File: src/rtl/multi_rate_divider.sv
// multi_rate_divider: NUM_CH independent programmable tick generators.
// Each channel counts down a period P and emits a one-cycle pulse at terminal
// count, either repeatedly (periodic) or once (one-shot). A period written
// while a channel runs is held in a shadow register and adopted at the next
// terminal count, so running tick trains never see a truncated period.
module multi_rate_divider #(
  parameter int unsigned WIDTH  = 32,
  parameter int unsigned NUM_CH = 4,
  parameter int unsigned CH_W   = 2
) (
  input  logic              clock,
  input  logic              reset,
  input  logic              cfg_we,
  input  logic [CH_W-1:0]   cfg_ch,
  input  logic [WIDTH-1:0]  cfg_period,
  input  logic              cfg_oneshot,
  input  logic [NUM_CH-1:0] start,
  input  logic [NUM_CH-1:0] stop,
  output logic [NUM_CH-1:0] out_pulse,
  output logic [NUM_CH-1:0] running,
  output logic [NUM_CH-1:0] done
);

  typedef enum logic {
    ST_IDLE = 1'b0,
    ST_RUN  = 1'b1
  } state_t;

  // Per-channel architectural state
  state_t             r_state   [NUM_CH];
  logic [WIDTH-1:0]   r_cnt     [NUM_CH];
  logic [WIDTH-1:0]   r_act_p   [NUM_CH];
  logic [WIDTH-1:0]   r_shd_p   [NUM_CH];
  logic [NUM_CH-1:0]  r_act_os;
  logic [NUM_CH-1:0]  r_shd_os;
  logic [NUM_CH-1:0]  r_pending;
  logic [NUM_CH-1:0]  r_pulse;
  logic [NUM_CH-1:0]  r_done;

  // Next-state values
  state_t             w_state_nxt [NUM_CH];
  logic [WIDTH-1:0]   w_cnt_nxt   [NUM_CH];
  logic [WIDTH-1:0]   w_act_p_nxt [NUM_CH];
  logic [WIDTH-1:0]   w_shd_p_nxt [NUM_CH];
  logic [NUM_CH-1:0]  w_act_os_nxt;
  logic [NUM_CH-1:0]  w_shd_os_nxt;
  logic [NUM_CH-1:0]  w_pending_nxt;
  logic [NUM_CH-1:0]  w_pulse_nxt;
  logic [NUM_CH-1:0]  w_done_nxt;

  // Decoded per-channel events
  logic [WIDTH-1:0]   w_eff_p   [NUM_CH];
  logic [NUM_CH-1:0]  w_eff_os;
  logic [NUM_CH-1:0]  w_wr;
  logic [NUM_CH-1:0]  w_start_ok;
  logic [NUM_CH-1:0]  w_term;

  // Event decode: config target, effective period for a start, terminal count
  always_comb begin
    w_wr       = '0;
    w_eff_os   = '0;
    w_start_ok = '0;
    w_term     = '0;
    for (int c = 0; c < NUM_CH; c++) begin
      w_eff_p[c]    = r_pending[c] ? r_shd_p[c]  : r_act_p[c];
      w_eff_os[c]   = r_pending[c] ? r_shd_os[c] : r_act_os[c];
      w_wr[c]       = cfg_we && (cfg_ch == CH_W'(c));
      w_start_ok[c] = start[c] && (w_eff_p[c] != '0);
      w_term[c]     = (r_state[c] == ST_RUN) && (r_cnt[c] == '0);
    end
  end

  // State register and datapath registers; synchronous reset clears everything
  always_ff @(posedge clock) begin
    if (reset) begin
      for (int c = 0; c < NUM_CH; c++) begin
        r_state[c] <= ST_IDLE;
        r_cnt[c]   <= '0;
        r_act_p[c] <= '0;
        r_shd_p[c] <= '0;
      end
      r_act_os  <= '0;
      r_shd_os  <= '0;
      r_pending <= '0;
      r_pulse   <= '0;
      r_done    <= '0;
    end else begin
      for (int c = 0; c < NUM_CH; c++) begin
        r_state[c] <= w_state_nxt[c];
        r_cnt[c]   <= w_cnt_nxt[c];
        r_act_p[c] <= w_act_p_nxt[c];
        r_shd_p[c] <= w_shd_p_nxt[c];
      end
      r_act_os  <= w_act_os_nxt;
      r_shd_os  <= w_shd_os_nxt;
      r_pending <= w_pending_nxt;
      r_pulse   <= w_pulse_nxt;
      r_done    <= w_done_nxt;
    end
  end

  // Next-state and counter/period update: stop > start > terminal > decrement
  always_comb begin
    w_act_os_nxt  = r_act_os;
    w_shd_os_nxt  = r_shd_os;
    w_pending_nxt = r_pending;
    for (int c = 0; c < NUM_CH; c++) begin
      w_state_nxt[c] = r_state[c];
      w_cnt_nxt[c]   = r_cnt[c];
      w_act_p_nxt[c] = r_act_p[c];
      w_shd_p_nxt[c] = r_shd_p[c];

      if (stop[c]) begin
        w_state_nxt[c] = ST_IDLE;
        w_cnt_nxt[c]   = '0;
      end else if (w_start_ok[c]) begin
        w_state_nxt[c]   = ST_RUN;
        w_cnt_nxt[c]     = w_eff_p[c] - WIDTH'(1);
        w_act_p_nxt[c]   = w_eff_p[c];
        w_act_os_nxt[c]  = w_eff_os[c];
        w_pending_nxt[c] = 1'b0;
      end else if (w_term[c]) begin
        if (r_act_os[c]) begin
          w_state_nxt[c] = ST_IDLE;
        end else if (r_pending[c]) begin
          w_act_p_nxt[c]   = r_shd_p[c];
          w_act_os_nxt[c]  = r_shd_os[c];
          w_pending_nxt[c] = 1'b0;
          if (r_shd_p[c] != '0) begin
            w_cnt_nxt[c] = r_shd_p[c] - WIDTH'(1);
          end else begin
            w_state_nxt[c] = ST_IDLE;
          end
        end else begin
          w_cnt_nxt[c] = r_act_p[c] - WIDTH'(1);
        end
      end else if (r_state[c] == ST_RUN) begin
        w_cnt_nxt[c] = r_cnt[c] - WIDTH'(1);
      end

      // A write lands in the shadow whenever the channel is (or becomes) busy;
      // the edge's own start/terminal decisions above used the pre-edge values.
      if (w_wr[c]) begin
        w_shd_p_nxt[c]  = cfg_period;
        w_shd_os_nxt[c] = cfg_oneshot;
        if ((r_state[c] == ST_RUN) || (w_state_nxt[c] == ST_RUN)) begin
          w_pending_nxt[c] = 1'b1;
        end else begin
          w_act_p_nxt[c]   = cfg_period;
          w_act_os_nxt[c]  = cfg_oneshot;
          w_pending_nxt[c] = 1'b0;
        end
      end
    end
  end

  // Output next values: terminal pulse unless stopped or restarted; sticky done
  always_comb begin
    w_pulse_nxt = '0;
    w_done_nxt  = r_done;
    for (int c = 0; c < NUM_CH; c++) begin
      w_pulse_nxt[c] = w_term[c] && !stop[c] && !w_start_ok[c];
      if (!stop[c]) begin
        if (w_start_ok[c]) begin
          w_done_nxt[c] = 1'b0;
        end else if (w_term[c] && r_act_os[c]) begin
          w_done_nxt[c] = 1'b1;
        end
      end
    end
  end

  // Status outputs straight from registers
  always_comb begin
    out_pulse = r_pulse;
    done      = r_done;
    running   = '0;
    for (int c = 0; c < NUM_CH; c++) begin
      running[c] = (r_state[c] == ST_RUN);
    end
  end

endmodule
File: config.mk
export PLATFORM = sky130hd
export DESIGN_NAME = multi_rate_divider
export DESIGN_NICKNAME = d
export VERILOG_FILES = /design/src/rtl/multi_rate_divider.sv
export SDC_FILE = /design/constraint.sdc
export NUM_CORES = 1
export LEC_CHECK = 0
export CORE_UTILIZATION = 42
export DETAILED_ROUTE_END_ITERATION = 10
export PLACE_DENSITY_LB_ADDON = 0.15
export REMOVE_ABC_BUFFERS = 1
export SETUP_SLACK_MARGIN = 0.05
export SLEW_MARGIN = 10
export SYNTH_ARGS = -nofsm -noshare
export SYNTH_HDL_FRONTEND = slang
export SYNTH_SLANG_ARGS = --single-unit
File: constraint.sdc
create_clock -name clock -period 5.1 [get_ports clock]
set_clock_uncertainty 0.05 [all_clocks]
set_input_delay 1.02 -clock clock [delete_from_list [all_inputs] [get_ports clock]]
set_output_delay 1.02 -clock clock [all_outputs]
set_load 0.05 [all_outputs]
==> metrics.md, run 1 <==
| Metric | Value |
|---|---|
| Status | finished, final reports clean |
| Residual DRC count | 0 |
| First-pass GRT wire length | approximately 130 mm |
| Critical path endpoint category | register |
| Required arrival time at the worst endpoint | roughly 5.5 ns |
| Average cell area after synthesis | 7.90 sq um |
| Post-CTS setup buffers | 0 |
| Iteration count of the initial detailed-routing pass | 8 |
| Die outline area | ~0.060 sq mm |
| Non-filler instance count after layout | between 3000 and 4000 |
| Final Power | 0.0105 W |
| Via count of the first global-routing pass | roughly 22000 |
| Routed length on met1 | 37.6 mm |
| Clock transition time at the flip-flop clock pins of the worst setup and hold paths | around 0.060 ns |
| Post-detailed-route count of antenna-violating nets | 0 |
| Top-area cell type share of the netlist area | 33.1% |
| Number of standard cells after synthesis | ~3100 |
| Commonest cells in the netlist | sky130_fd_sc_hd__nand2_1 (457), sky130_fd_sc_hd__dfxtp_1 (408), sky130_fd_sc_hd__nor2_1 (266) |
| Cts bufs inserted | 47 |
| Maximum fanout encountered on the critical timing path | 47 |
| Sequential area share after synthesis | roughly a third |
| EDFF count, synth | 0 |
| Startpoint of the worst register-to-register path | r_pending[2] |
| Routability congestion estimate | a little over 0.9 |
| Arrival time of the worst setup path | about 4.7 ns |
| Number of max-cap violations | 0 |
| PwrDens | between 300 and 400 mW/mm^2 |
| Non-Filler Cell Area, Final | approximately 0.027 sq mm |
| Initial standard-cell utilization of the core | ~43% |
| Ports placed on the boundary | between 50 and 60 |
| XOR/XNOR Fraction of Synth Area | 4.26% |
| Average wire length per cell after detail routing | ~21 um |
| Total count of hold-check failures in the final report | 0 |
| Highest metal used | met4 |
| Synth Cell Area | between 0.02 and 0.025 sq mm |
| Count of distinct cell types in the synthesized netlist | 94 |
| Die Height | about 240 um |
| Global-route usage over all layers | approximately 27% |
| Num Clock Sinks | about 400 |
| Post-Synth Simple-Gate Area | between 20% and 30% |
| Clock tree from TritonCTS | built |
| Pre-CTS WS | 0.977 ns |
| Post-layout net count | around 3100 |
| Insertion delay to the later sink of the worst-skew pair | 0.59 ns |
| Cell row count | 88 |
| Logic pwr share | 29.6% |
| CP Launch Point | r_pending[2] |
| Cells taking the most area after synthesis | sky130_fd_sc_hd__dfxtp_1 (33%), sky130_fd_sc_hd__mux2i_1 (9.8%), sky130_fd_sc_hd__nand2_1 (6.9%) |
| Async S/R FF share, synth | 0% |
| Mean number of vias per cell | 6.11 |
| Placed cell area | 0.0257 sq mm |
| Unrepaired setup endpoints after global routing | false |
| Area fraction in compound gates after synthesis | 19.4% |
| Total Routed Length | slightly above 80 mm |
| Total placed cells including tap cells | 3776 |
| Fraction of synthesized area in multiplexers | 11.9% |
| R2R setup slack | slightly below 0.9 ns |
| Least-Margin Pin Slew | ~1.0 ns |
| CTS Root Cell | sky130_fd_sc_hd__clkbuf_16 |
| Path type of the worst min-delay path | register to register |
| # diodes | 0 |
| Classification of the worst setup path | register to register |
| Internal power | approximately 0.007 W |
| Library cell with the highest instance count after synthesis | sky130_fd_sc_hd__nand2_1 |
| Cell accounting for the most synthesized area | sky130_fd_sc_hd__dfxtp_1 |
| Wire length on met3 | ~4.7 mm |
| Largest net degree at the start of global routing | 85 |
| Die width | about 240 um |
| Placeable core region | between 0.05 and 0.06 sq mm |
| Worst setup slack after layout | 0.890 ns |
| Final-report setup violation count | 0 |
| Fraction of the mapped netlist area in adder cells | less than 1% |
| Congestion Overflow GR | 0 |
| Synth Register Bits | slightly above 400 |
| Relative area change from synthesis to final layout | 11.1% |
| Sort of element at the start of the critical path | register |
| Violation count after the first detailed-route iteration | 2097 |
| Post-detail-place hpwl | roughly 58 mm |
| Antenna violations before repair | 0 |
| Startpoint of the most critical hold path | r_shd_os[1] |
| Fraction of power consumed by the clock network | 35.8% |
| Most used flip-flop cell after synthesis | sky130_fd_sc_hd__dfxtp_1 |
| IR Drop Worst-Case VDD | around 250 uV |
| Clock Path Buffers | 3 |
| Buffers on Ports | 57 |
| Combinational family with the most area after synthesis | simple AND/OR/NAND/NOR gates |
| Syn. warnings | 0 |
| Final number of max-transition violations | 0 |
| DR vias | 23602 |
| Maximum clock frequency | 238 MHz |
| Switching Share | between 30% and 40% |
| Fraction of layout instances using a drive strength above 1 | between 8 and 9% |
| Number of H-tree levels | 2 |
| Seq pwr share | roughly a third |
| Final period util | about 83% |
| Cell leakage power | about 10 nW |
| Switch Pwr | 0.00364 W |
| Slew HR | 30.7% |
| WL met2 | around 38 mm |
| Number of buffers inserted by hold repair at cts | 0 |
| Final critical-path required period | around 4.2 ns |
| Share of the core filled with cells | 47.4% |
| Post-CTS sizing | 0 |
==> cell usage in the layout, fill, tap and decap left out, types with 37 or more instances in the layout <==
cell	count
sky130_fd_sc_hd__nand2_1	457
sky130_fd_sc_hd__dfxtp_1	404
sky130_fd_sc_hd__nor2_1	263
sky130_fd_sc_hd__mux2i_1	242
sky130_fd_sc_hd__a21oi_1	192
sky130_fd_sc_hd__nor3_1	157
sky130_fd_sc_hd__o21ai_0	128
sky130_fd_sc_hd__nor4_1	70
sky130_fd_sc_hd__xnor2_1	70
sky130_fd_sc_hd__o22ai_1	65
sky130_fd_sc_hd__clkdlybuf4s50_1	56
sky130_fd_sc_hd__buf_4	54
sky130_fd_sc_hd__a32o_1	52
sky130_fd_sc_hd__a211oi_1	51
sky130_fd_sc_hd__xor2_1	50
sky130_fd_sc_hd__nand3_1	49
sky130_fd_sc_hd__clkbuf_16	49
sky130_fd_sc_hd__a311oi_1	46
sky130_fd_sc_hd__inv_1	45
sky130_fd_sc_hd__mux2_2	45
sky130_fd_sc_hd__or3_1	44
sky130_fd_sc_hd__nor3b_1	44
sky130_fd_sc_hd__nand2b_1	37
==> cell type report <==
type / instances / area [sq um]
sequential: 408 / 8170
timing repair buffer: 112 / 1000
inverter: 48 / 180
fill: 5711 / 30500
tap: 765 / 957
clock buffer: 61 / 1350
multi-input combinational: 2443 / 15400
clock inverter: 23 / 339
==> power groups by stage <==
stage               logic, W  registers [W]  clock network (W)
CTS                  0.00306        0.00362            0.00380
global placement     0.00298        0.00368                  0
floorplan            0.00214        0.00363                  0
detailed placement   0.00304        0.00368                  0
global route         0.00339        0.00365            0.00392
finish               0.00309        0.00362            0.00374
==> registers in the layout (all words and copies together) (netlist names) <==
register and flops:
r_shd_p 128, r_cnt 128, r_pending 4, r_state 4, out_pulse 4, r_act_p 128, done 4, r_shd_os 4
r_act_os 4
==> path summary, 6_finish.rpt <==
path / endpoint / depth (start not counted)
worst max register to register: r_cnt[2][6] / 8
worst min register to register: r_shd_os[1] / 2
worst max-delay path: r_cnt[2][6] / 8
worst min-delay path: r_shd_os[1] / 2
==> through the flow <==
step / setup TNS (ns) / hold WS, ns
after floorplan: -63.44 / 0.377
after global placement: 0 / 0.396
after detailed placement: 0 / 0.395
after CTS: 0 / 0.406
after global routing: 0 / 0.433
final: 0 / 0.405
==> layer usage <==
layer	vias up	global-route usage [%]
li1	11298	-
met1	11433	37.3
met2	720	43.5
met3	151	3.72
met4	0	10.4
met5	-	0
==> kinds of logic (layout without fill, tap and decap cells) <==
kind of cell               count (synthesis)  in the layout
buffers and inverters                    275            244
AOI/OAI and AO/OA                        713            713
muxes                                    288            288
adders and majority gates                 16             16
xor gates and xnor gates                 120            120
DFF                                      408            408
and+or+nand+nor                         1306           1306
==> critical path, stage by stage (launching register included) <==
cell,delay [ns]
sky130_fd_sc_hd__dfxtp_2,0.92
sky130_fd_sc_hd__or3b_2,0.50
sky130_fd_sc_hd__a222oi_1,0.48
sky130_fd_sc_hd__and4bb_1,0.32
sky130_fd_sc_hd__a31oi_1,0.23
sky130_fd_sc_hd__nand2b_2,0.75
sky130_fd_sc_hd__buf_4,0.43
sky130_fd_sc_hd__o21a_1,0.19
sky130_fd_sc_hd__o2111a_1,0.22
Note: power is estimated with default switching activity, not from simulation.
==> inputs of run 2 (changes only) <==
clock period = 3.9 ns   (was 5.1 ns; I/O delays follow)
==> run 2 against run 1 <==
Net effect: cell area grew 1.3%; global-route usage decreased by 0.069 points; critical path depth unchanged; setup slack worse by 0.62 ns; critical endpoint is now r_cnt[3][23]; largest power group unchanged.
==> metrics.md, run 2 (same netlist as run 1, synthesis figures left out) <==
| Metric | Value |
|---|---|
| Iteration count of the initial detailed-routing pass | 5 (-3) |
| Crit path buffers/inverters | 2 (+1) |
| Placeable core region | 0.0579 sq mm (unchanged) |
| Slew HR | 27.4% (-3.3 points) |
| CP max stage delay | 0.73 ns (-0.19 ns) |
| Status | finished, final reports clean |
| Congestion Overflow GR | 0 (unchanged) |
| Final period util | 93.0% (+10 points) |
| Mean number of vias per cell | 6.09 (-0.38%) |
| Cell row count | 88 (unchanged) |
| Ports placed on the boundary | 58 (unchanged) |
| # diodes | 0 (unchanged) |
| Post-detail-place hpwl | 58.2 mm (+0.60%) |
| Unrepaired setup endpoints after global routing | false |
| Die outline area | 0.0597 sq mm (unchanged) |
| Buffers on Ports | 57 (unchanged) |
| Arrival time of the worst setup path | 4.08 ns (-0.57 ns) |
| Clock Path Buffers | 3 (unchanged) |
| IR Drop Worst-Case VDD | 340 uV (+36%) |
| Filler cell count | 5707 (-0.070%) |
| Number of H-tree levels | 2 (unchanged) |
| Post-layout net count | 3155 (+1.1%) |
| Clock transition time at the flip-flop clock pins of the worst setup and hold paths | 0.06 ns (about the same) |
| PwrDens | 498 mW/mm^2 (+31%) |
| Required arrival time at the worst endpoint | 4.35 ns (-1.19 ns) |
| Maximum clock frequency | 276 MHz (+16%) |
| Initial standard-cell utilization of the core | 42.6% (unchanged) |
| Total count of hold-check failures in the final report | 0 (unchanged) |
| Largest net degree at the start of global routing | 102 (+20%) |
| Most Frequent Cell on Critical Path | sky130_fd_sc_hd__o21ai_1 |
| Worst setup slack after layout | 0.274 ns (-0.616 ns) |
| CP top delay family | compound AO/OA/AOI/OAI gates |
| Antenna violations before repair | 0 (unchanged) |
| Path type of the worst min-delay path | register to register |
| Average wire length per cell after detail routing | 21.4 um (-0.54%) |
| Critical path endpoint category | register |
| CP cell instances | buf_4, nor4b_1, nand4_1, o31ai_1, o21ai_1, o21ai_1, clkinv_1, a32o_1 |
| Commonest non-fill, non-tap cells in the layout | sky130_fd_sc_hd__nand2_1 (457), sky130_fd_sc_hd__dfxtp_1 (404), sky130_fd_sc_hd__nor2_1 (263), sky130_fd_sc_hd__mux2i_1 (242), sky130_fd_sc_hd__a21oi_1 (192) |
| Final-report setup violation count | 0 (unchanged) |
| Sort of element at the start of the critical path | register |
| Cell leakage power | 10.2 nW (+2.3%) |
| Maximum fanout encountered on the critical timing path | 22 (-53%) |
| Global-route usage over all layers | 27.2% (-0.069 points) |
| Most common library cell in the layout ignoring fill and taps | sky130_fd_sc_hd__nand2_1 |
| Residual DRC count | 0 (unchanged) |
| First-pass GRT wire length | 129 mm (-0.66%) |
| Classification of the worst setup path | register to register |
| Cts bufs inserted | 49 (+4.3%) |
| Violation count after the first detailed-route iteration | 2139 (+2.0%) |
| Die width | 244 um (unchanged) |
| DR vias | 23738 (+0.58%) |
| Least-Margin Pin Slew | 1.08 ns (+0.0449 ns) |
| Number of max-cap violations | 0 (unchanged) |
| Pre-CTS WS | 0.353 ns (-0.624 ns) |
| Routability congestion estimate | 0.913 (+0.40%) |
| Fraction of layout instances using a drive strength above 1 | 9.61% (+1.0 points) |
| Total Routed Length | 83.3 mm (+0.41%) |
| Clock tree from TritonCTS | built |
| Final critical-path required period | 3.63 ns (-0.584 ns) |
| Via count of the first global-routing pass | 22267 (-0.049%) |
| Crit path max-delay cell type | sky130_fd_sc_hd__nor4b_1 |
| CTS Root Cell | sky130_fd_sc_hd__clkbuf_16 |
| Die Height | 244 um (unchanged) |
| Num Clock Sinks | 408 (unchanged) |
| Accumulated negative setup slack | 0 ns (unchanged) |
| Relative area change from synthesis to final layout | 12.6% |
| Insertion delay to the later sink of the worst-skew pair | 0.61 ns (+0.02 ns) |
| Post-detailed-route count of antenna-violating nets | 0 (unchanged) |
| Hold slack final | 0.415 ns (+0.00973 ns) |
| Registers with the highest flip-flop counts | r_act_p x128, r_cnt x128, r_shd_p x128 |
| Final number of max-transition violations | 0 (unchanged) |
==> run 2: changes by cell type in the layout (fill, tap and decap cells not counted), moves of 2 or more <==
cell	delta
sky130_fd_sc_hd__clkinvlp_4	-5
sky130_fd_sc_hd__clkinv_2	+5
sky130_fd_sc_hd__clkbuf_8	+3
sky130_fd_sc_hd__buf_12	+5
sky130_fd_sc_hd__clkbuf_16	+2
sky130_fd_sc_hd__buf_4	+26
==> run 2: final timing paths <==
path / from / to / slack [ns] / cells after the start
worst max-delay path: r_pending[3] / r_cnt[3][23] / 0.27 / 8
worst min-delay path: r_cnt[3][20] / r_cnt[3][20] / 0.42 / 1
worst min register to register: r_cnt[3][20] / r_cnt[3][20] / 0.42 / 1
worst max register to register: r_pending[3] / r_cnt[3][23] / 0.27 / 8
==> run 2: worst reg2reg max path: cells and delay by family, from the launching register on <==
kind | cells | cell delay [ns]
flip-flops | 1 | 0.60
AO/OA/AOI/OAI | 4 | 1.25
AND/OR/NAND/NOR | 2 | 0.90
buffers and inverters | 2 | 0.71
==> run 2: cell type report <==
class	instances	area [sq um]	area share [%]
clock buffers	67	1450	5.20
clock inverters	23	305	1.10
inverters	48	180	0.648
multi-input cells	2443	15400	55.5
flip-flops and latches	408	8170	29.4
well taps	765	957	3.44
repair buffers	143	1290	4.66
==> run 2: where the power goes <==
part           internal (W)  switching, W
clock network       0.00305       0.00196
registers           0.00442      0.000311
logic               0.00159       0.00250
==> run 2: metal layers <==
layer  part of all wire (%)  global-route usage [%]  vias to the layer above
met4                    3.1                    9.23                        0
li1                       -                       -                    11397
met3                    5.7                    3.38                      149
met2                     46                    44.3                      710
met5                      0                       0                        -
met1                     45                    37.0                    11482
==> run 2: what timing repair did <==
action,in CTS,in global routing
hold buffers,0,0
gates resized for setup,0,0
endpoints found under the setup margin,0,1
buffers inserted,0,2
==> run 2: per-stage QoR <==
stage / utilization [%] / cells / instance area, sq um / total power, W
2_1_floorplan: - / 2899 / 23700 / 0.00754
3_3_place_gp: 44.9 / 3805 / 26000 / 0.00878
3_5_place_dp: 44.9 / 3805 / 26000 / 0.00885
4_1_cts: 47.9 / 3895 / 27800 / 0.0139
5_1_grt: 48.0 / 3897 / 27800 / 0.0145
6_report: 48.0 / 3897 / 27800 / 0.0138
